## config.mk

```make
export PLATFORM = sky130hd
export DESIGN_NAME = acc_domain_ctrl
export DESIGN_NICKNAME = d
export VERILOG_FILES = /design/src/rtl/acc_domain_pkg.sv /design/src/rtl/acc_domain_ch.sv /design/src/rtl/acc_domain_ctrl.sv
export SDC_FILE = /design/constraint.sdc
export NUM_CORES = 1
export LEC_CHECK = 0
export ABC_AREA = 1
export CAP_MARGIN = 15
export CORE_AREA = 2 2 63 65
export DETAILED_ROUTE_END_ITERATION = 16
export DIE_AREA = 0 0 65 67
export PLACE_DENSITY_LB_ADDON = 0.15
export SLEW_MARGIN = 20
export SYNTH_ARGS = -nofsm -noshare
export SYNTH_HDL_FRONTEND = slang
export SYNTH_SLANG_ARGS = --single-unit
```

## constraint.sdc

```tcl
create_clock -name clk_i -period 1.56 [get_ports clk_i]
set_input_delay 0.312 -clock clk_i [delete_from_list [all_inputs] [get_ports clk_i]]
set_output_delay 0.312 -clock clk_i [all_outputs]
set_load 0.03 [all_outputs]
```

## src/rtl/acc_domain_pkg.sv

```systemverilog
// Shared types and default parameters for the accelerator domain controller.
package acc_domain_pkg;

  localparam int NUM_CH_DEF       = 2;
  localparam int DLY_W_DEF        = 3;
  localparam int DRAIN_CYCLES_DEF = 4;

  typedef enum logic [1:0] {
    ST_OFF   = 2'd0,
    ST_WAKE  = 2'd1,
    ST_RUN   = 2'd2,
    ST_DRAIN = 2'd3
  } ch_state_e;

endpackage

```

## src/rtl/acc_domain_ch.sv

```systemverilog
// One accelerator core domain: enable synchronizer, power sequencing FSM,
// shared wake/drain counter and the core clock gate.
// Optional feature macro: ACC_DOMAIN_CLKGATE_EN (real clock gate instead of
// passing clk_i straight through).
//
// state    | meaning
// ---------+------------------------------------------------------------
// ST_OFF   | clock gated, core held in reset
// ST_WAKE  | clock running, core still in reset for D+1 cycles
// ST_RUN   | clock running, core out of reset
// ST_DRAIN | core back in reset, clock kept on DRAIN_CYCLES cycles
module acc_domain_ch
  import acc_domain_pkg::*;
#(
  parameter int DLY_W        = DLY_W_DEF,
  parameter int DRAIN_CYCLES = DRAIN_CYCLES_DEF
) (
  input  logic             clk_i,
  input  logic             reset_i,
  input  logic             en_i,
  input  logic [DLY_W-1:0] on_delay_i,
  output logic             clk_core_o,
  output logic             reset_core_o,
  output logic             ready_o,
  output logic             busy_o
);

  // Terminal count of the drain phase; fits DLY_W since DRAIN_CYCLES <= 2**DLY_W.
  localparam logic [DLY_W-1:0] DRAIN_LAST = DLY_W'(DRAIN_CYCLES - 1);

  ch_state_e        state, state_nxt;
  logic [DLY_W-1:0] cnt, cnt_nxt;
  logic [DLY_W-1:0] dly, dly_nxt;
  logic [1:0]       sync;
  logic             en_s;

  assign en_s = sync[1];

  // State, counter, latched delay and synchronizer registers.
  always_ff @(posedge clk_i) begin
    if (reset_i) begin
      state <= ST_OFF;
      cnt   <= '0;
      dly   <= '0;
      sync  <= '0;
    end else begin
      state <= state_nxt;
      cnt   <= cnt_nxt;
      dly   <= dly_nxt;
      sync  <= {sync[0], en_i};
    end
  end

  // Next-state and counter logic; the counter is compared before it increments
  // so it never wraps.
  always_comb begin
    state_nxt = state;
    cnt_nxt   = cnt;
    dly_nxt   = dly;
    unique case (state)
      ST_OFF: begin
        if (en_s) begin
          state_nxt = ST_WAKE;
          cnt_nxt   = '0;
          dly_nxt   = on_delay_i;
        end
      end
      ST_WAKE: begin
        // Core never left reset, so an abort needs no drain.
        if (!en_s)            state_nxt = ST_OFF;
        else if (cnt == dly)  state_nxt = ST_RUN;
        else                  cnt_nxt   = cnt + 1'b1;
      end
      ST_RUN: begin
        if (!en_s) begin
          state_nxt = ST_DRAIN;
          cnt_nxt   = '0;
        end
      end
      ST_DRAIN: begin
        // Ignores en_s: drain always runs to completion.
        if (cnt == DRAIN_LAST) state_nxt = ST_OFF;
        else                   cnt_nxt   = cnt + 1'b1;
      end
      default: state_nxt = ST_OFF;
    endcase
  end

  // Moore output decode from the registered state.
  always_comb begin
    reset_core_o = 1'b1;
    ready_o      = 1'b0;
    busy_o       = 1'b0;
    case (state)
      ST_WAKE, ST_DRAIN: busy_o = 1'b1;
      ST_RUN: begin
        reset_core_o = 1'b0;
        ready_o      = 1'b1;
      end
      default: ;
    endcase
  end

`ifdef ACC_DOMAIN_CLKGATE_EN
  logic clk_en;
  assign clk_en = (state != ST_OFF);

  util_clkgate u_clkgate (
    .clk_i      (clk_i),
    .en_i       (clk_en),
    .testmode_i (1'b0),
    .clk_o      (clk_core_o)
  );
`else
  // FPGA build: core clock is free-running, sequencing is by reset only.
  assign clk_core_o = clk_i;
`endif

endmodule

```

## src/rtl/acc_domain_ctrl.sv

```systemverilog
// Power/clock/reset sequencer for NUM_CH independent accelerator core domains.
// Optional feature macro: ACC_DOMAIN_CLKGATE_EN (per-channel clock gating).
module acc_domain_ctrl
  import acc_domain_pkg::*;
#(
  parameter int NUM_CH       = NUM_CH_DEF,
  parameter int DLY_W        = DLY_W_DEF,
  parameter int DRAIN_CYCLES = DRAIN_CYCLES_DEF
) (
  input  logic              clk_i,
  input  logic              reset_i,
  input  logic [NUM_CH-1:0] core_en_i,
  input  logic [DLY_W-1:0]  on_delay_i,
  output logic [NUM_CH-1:0] clk_core_o,
  output logic [NUM_CH-1:0] reset_core_o,
  output logic [NUM_CH-1:0] ready_o,
  output logic [NUM_CH-1:0] busy_o
);

  for (genvar c = 0; c < NUM_CH; c++) begin : g_ch
    acc_domain_ch #(
      .DLY_W        (DLY_W),
      .DRAIN_CYCLES (DRAIN_CYCLES)
    ) u_ch (
      .clk_i        (clk_i),
      .reset_i      (reset_i),
      .en_i         (core_en_i[c]),
      .on_delay_i   (on_delay_i),
      .clk_core_o   (clk_core_o[c]),
      .reset_core_o (reset_core_o[c]),
      .ready_o      (ready_o[c]),
      .busy_o       (busy_o[c])
    );
  end

endmodule

```

==> metrics.yaml, run 1 <==
run_status:
  status: "completed"
worst_setup_path:
  startpoint: "g_ch[1].u_ch.state[0]"
  critical_path_arrival_ps: 1190
  critPathMaxFanout: 6
  worstPathRequired_ps: 1250
  critPathKind: "flop to primary output"
  worstPathCellList: "buf_4 -> nor2_4 -> inv_1 -> buf_4"
  crit_slowest_cell: "dfxtp_2"
  cp-end-kind: "primary output"
  crit_buf_inv: 3
  worstSetupStartpointType: "flop"
  slowest_delay_ps: 340
  timing.rr.start: "g_ch[0].u_ch.cnt[0]"
  cpMostUsedCell: "buf_4"
  cp_top_family: "buffers and inverters"
layout:
  area_growth_pct: 19.8
  final_common_cell: "nand2_1"
  final_cell_mix: "nand2_1, inv_1, nor2_1"
  antenna_cells: 0
  nets: 187
  layout-drive-gt1-share: 0.167
  fin_cells: 222
  post-route-cell-area_um2: 1350
placement:
  port_buffers: 14
  place_inst: 215
  dpl_cell_area_um2: 1230
  hpwl_um: 1710
  gp_congestion: 0.857
logic_synthesis:
  synth_area_um2: 1120
  synth-seq-cells: 20
  synth.top_cell.area_share: 0.356
  ys_top_cells_by_area: "dfxtp_1, nand2_1, nor2_1, inv_1, buf_4"
  syn-num-nets: 175
  yosys_warnings: 0
  yosys.area.top_type: "dfxtp_1"
  synthCells: 164
  yosysUniqueCellTypes: 19
  seq_area_frac_synth: 0.356
  avgSynthCellArea_um2: 6.86
power:
  p_leak_nw: 0.584
  cellPowerDensity_nw_per_um2: 1170
  p_total_mw: 1.58
  irDropWorstVdd_mv: 0.901
route:
  top_layer_used: "met4"
  drt-total-wl_um: 2290
  drtIter0Drc: 28
  wl_met2_um: 1020
  drc: 0
  firstDrtPassIters: 4
  dr_total_vias: 975
  post_drt_wl_per_cell_um: 10.3
  wl_met1_um: 1160
  final_antenna_net_count: 0
  wl_met3_um: 70
  post_drt_via_cell_ratio: 4.39
clock_tree:
  insertion_delay_ps: 360
  hold_buffers: 0
  cts.clk_slew.worst_paths_ps: 70
  cts_tree: "done"
floorplanning:
  core_um2: 3610
  dieArea_um2: 4360
  fp.dieH_um: 67
  fp-row-count: 22
  initial_core_util: 0.312
  io_pins: 15
  dieWidth_um: 65
timing:
  tightest_slew_ps: 305
  setup_violations: 0
  rsz0062_at_grt: "true"
  fmax_mhz: 668
  period_minus_slack_ps: 1500
  maxSlewHeadroom: 0.796
  worst_clock_skew_ps: 1.68
  min_period_over_period: 0.960
  hold_viol_final: 0
  tns_ps: 0
  drv_slew: 0
run:
  maxCapViolCount: 0
global_routing:
  grt_usage: 0.118
  antenna_found_initial: 0
  first_global_vias: 862
  grt_max_degree: 13
  grt.overflow.total: 0
  grt_pass1_wl_um: 3710
worst_hold_path:
  hp-start: "g_ch[0].u_ch.sync[0]"
  worstHoldPathType: "flop to flop"
## report_power, final
group	internal, mW	leakage [nW]	total, mW	switching [mW]
registers	0.541	0.165	0.566	0.0253
logic	0.0854	0.357	0.201	0.116
clock network	0.465	0.0615	0.812	0.347
total	1.09	0.584	1.58	0.488
## sequential cells by signal, summed over array words and instances (netlist names), named ones only
register,cells
g_ch.u_ch.cnt,6
g_ch.u_ch.state,2
g_ch.u_ch.dly,6
g_ch.u_ch.sync,4
## cells in the mapped netlist, drive strengths merged
cell / count
nand3: 12
ha: 4
nor2: 28
buf: 10
nor3: 2
o21ai: 7
a21oi: 10
inv: 25
a31oi: 2
xnor2: 4
dfxtp: 20
nand2: 34
or2: 2
clkbuf: 4
## logic make-up (layout without fill, tap and decap cells)
logic type,Yosys count,count (layout),synth area share
simple gates,78,78,0.287
buf+inv,39,49,0.176
flops,20,20,0.356
compound gates,19,19,0.106
fa+ha+maj,4,4,0.0445
xor+xnor,4,4,0.0311
## worst paths after layout
kind / to / slack (ps) / cells past startpoint
setup / recovery: reset_core_o[1] / 60 / 4
hold reg to reg: g_ch[0].u_ch.sync[1] / 410 / 2
setup reg to reg: g_ch[0].u_ch.cnt[0] / 150 / 7
hold / removal: g_ch[0].u_ch.sync[1] / 410 / 2
## tightest hold or removal path, delay by kind of cell, from the launching register on
kind / cells / cell delay [ps]
and+or+nand+nor: 1 / 30
buffers and inverters: 1 / 40
DFF: 1 / 300
## metrics by stage
step / util / hold WS (ps) / worst slack, ps
after CTS: 0.368 / 410 / 20.3
after global routing: 0.374 / 415 / -0.449
after global placement: 0.341 / 391 / -96.2
final: 0.374 / 406 / 62.8
after detailed placement: 0.341 / 399 / -96.2
after floorplan: - / 388 / 256
## area by class of cell
| cell class | count | area [um2] |
|---|---|---|
| tap | 48 | 60.1 |
| inverter | 25 | 93.8 |
| clock buffer | 9 | 115 |
| timing repair buffer | 15 | 129 |
| sequential | 20 | 404 |
| fill | 391 | 2260 |
| multi-input combinational | 105 | 546 |
## what timing repair did
action                     4_1_cts  5_1_grt
buffers inserted                 0        0
setup endpoints to repair        5        4
gates resized for setup         10        5
## per-layer routing
| metal | track usage | up-vias |
|---|---|---|
| met5 | 0 | - |
| met3 | 0.0355 | 5 |
| li1 | - | 517 |
| met2 | 0.173 | 15 |
| met4 | 0.104 | 0 |
| met1 | 0.138 | 438 |
(Power assumes the default switching activity.)
==> inputs of run 2 (changes only) <==
CTS_CLUSTER_DIAMETER = 40   (was default)
SKIP_LAST_GASP = 1   (was default)
==> metrics.yaml, run 2 (synthesis results as in run 1) <==
clock_tree:
  insertion_delay_ps: 350  # about the same
  cts_tree: "done"
  cts.clk_slew.worst_paths_ps: 70  # about the same
  post_cts_buffers: 0  # unchanged
placement:
  hpwl_um: 1710  # unchanged
  port_buffers: 14  # unchanged
  place_inst: 215  # unchanged
  gp_congestion: 0.857  # unchanged
route:
  final_antenna_net_count: 0  # unchanged
  drtIter0Drc: 33  # +18%
  post_drt_via_cell_ratio: 4.44  # +1.0%
  top_layer_used: "met4"
  wl_met2_um: 1030  # +1.3%
  firstDrtPassIters: 4  # unchanged
  wl_met3_um: 76  # +8.6%
  drt-total-wl_um: 2280  # -0.70%
  post_drt_wl_per_cell_um: 10.3  # -0.70%
  wl_met1_um: 1130  # -2.2%
  dr_total_vias: 985  # +1.0%
  drc: 0  # unchanged
timing:
  hold_viol_final: 0  # unchanged
  setup_violations: 0  # unchanged
  period_minus_slack_ps: 1500  # -0.547 ps
  fmax_mhz: 669  # +0.18%
  drv_slew: 0  # unchanged
  rsz0062_at_grt: "true"
  maxSlewHeadroom: 0.796  # about the same
  worst_clock_skew_ps: 1.08  # -0.600 ps
  min_period_over_period: 0.959  # about the same
  tightest_slew_ps: 305  # -0.00846 ps
layout:
  nets: 187  # unchanged
  antenna_cells: 0  # unchanged
  layout-drive-gt1-share: 0.161  # -0.00575
  fin_cells: 222  # unchanged
  nFillCells: 390  # -0.26%
  area_growth_pct: 19.0
  final_cell_mix: "nand2_1, nor2_1, inv_1"
  post-route-util: 0.371  # -0.00243
  final_common_cell: "nand2_1"
  largest_registers: "g_ch.u_ch.cnt x6, g_ch.u_ch.dly x6, g_ch.u_ch.sync x4"
floorplanning:
  dieArea_um2: 4360  # unchanged
  fp.dieH_um: 67  # unchanged
  dieWidth_um: 65  # unchanged
  io_pins: 15  # unchanged
  fp-row-count: 22  # unchanged
  initial_core_util: 0.312  # unchanged
  core_um2: 3610  # unchanged
worst_setup_path:
  worstPathCellList: "clkbuf_8 -> clkbuf_8 -> clkbuf_2"
  worstSetupStartpointType: "clock port"
  crit_slowest_cell: "clkbuf_2"
  worstPathRequired_ps: 1250  # about the same
  cpMostUsedCell: "clkbuf_8"
  cp-end-kind: "primary output"
  critPathKind: "clock port to primary output"
  critical_path_arrival_ps: 1180  # about the same
  cp_top_family: "buffers and inverters"
  crit_buf_inv: 3  # unchanged
  critPathMaxFanout: 2  # -4
  slowest_delay_ps: 170  # -170 ps
global_routing:
  grt_usage: 0.117  # -0.000358
  first_global_vias: 866  # +0.46%
  antenna_found_initial: 0  # unchanged
  grt.overflow.total: 0  # unchanged
  grt_max_degree: 13  # unchanged
  grt_pass1_wl_um: 3710  # -0.19%
power:
  p_total_mw: 1.53  # -3.1%
  irDropWorstVdd_mv: 0.900  # -0.15%
  p_leak_nw: 0.581  # -0.38%
  cellPowerDensity_nw_per_um2: 1140  # -2.4%
worst_hold_path:
  worstHoldPathType: "flop to flop"
run:
  maxCapViolCount: 0  # unchanged
run_status:
  status: "completed"
run 2: cell type report:
cell class | count | area (um2) | area share
clock buffer | 9 | 106 | 0.0794
inverter | 25 | 93.8 | 0.0701
multi-input combinational | 105 | 543 | 0.406
sequential | 20 | 407 | 0.304
tap | 48 | 60.1 | 0.0449
timing repair buffer | 15 | 129 | 0.0963
run 2: path summary, 6_finish.rpt:
| path | startpoint | to | slack [ps] | depth (start not counted) |
|---|---|---|---|---|
| setup reg to reg | g_ch[0].u_ch.cnt[0] | g_ch[0].u_ch.cnt[0] | 160 | 7 |
| hold / removal | g_ch[1].u_ch.sync[0] | g_ch[1].u_ch.sync[1] | 410 | 2 |
| hold reg to reg | g_ch[1].u_ch.sync[0] | g_ch[1].u_ch.sync[1] | 410 | 2 |
| setup / recovery | clk_i | clk_core_o[1] | 60 | 3 |
run 2: worst min-delay path: cells and delay by family (launching register included):
kind | cells | cell delay [ps]
buf+inv | 1 | 40
simple gates | 1 | 30
flops | 1 | 300
run 2: timing repair:
item                       in CTS  in global routing
setup endpoints to repair       5                  5
hold buffers                    0                  0
resized for setup               9                  7
run 2: where the power goes:
part	leakage [nW]	switching [mW]	internal, mW
Sequential	0.166	0.0253	0.539
Combinational	0.358	0.116	0.0854
Clock	0.0584	0.341	0.425
run 2: through the flow:
step                setup slack (ps)  instance area, um2  setup TNS (ps)  hold slack, ps
floorplan                        256                1120               0             388
global placement               -96.2                1230            -192             391
detailed placement             -96.2                1230            -192             399
CTS                             -120                1320            -120             410
global route                   -5.18                1340           -5.18             415
finish                          63.4                1340               0             407
run 2: per-layer routing:
layer	GRT usage	up-vias
met4	0.104	0
met1	0.137	444
met3	0.0338	3
met5	0	-
li1	-	519
met2	0.174	19
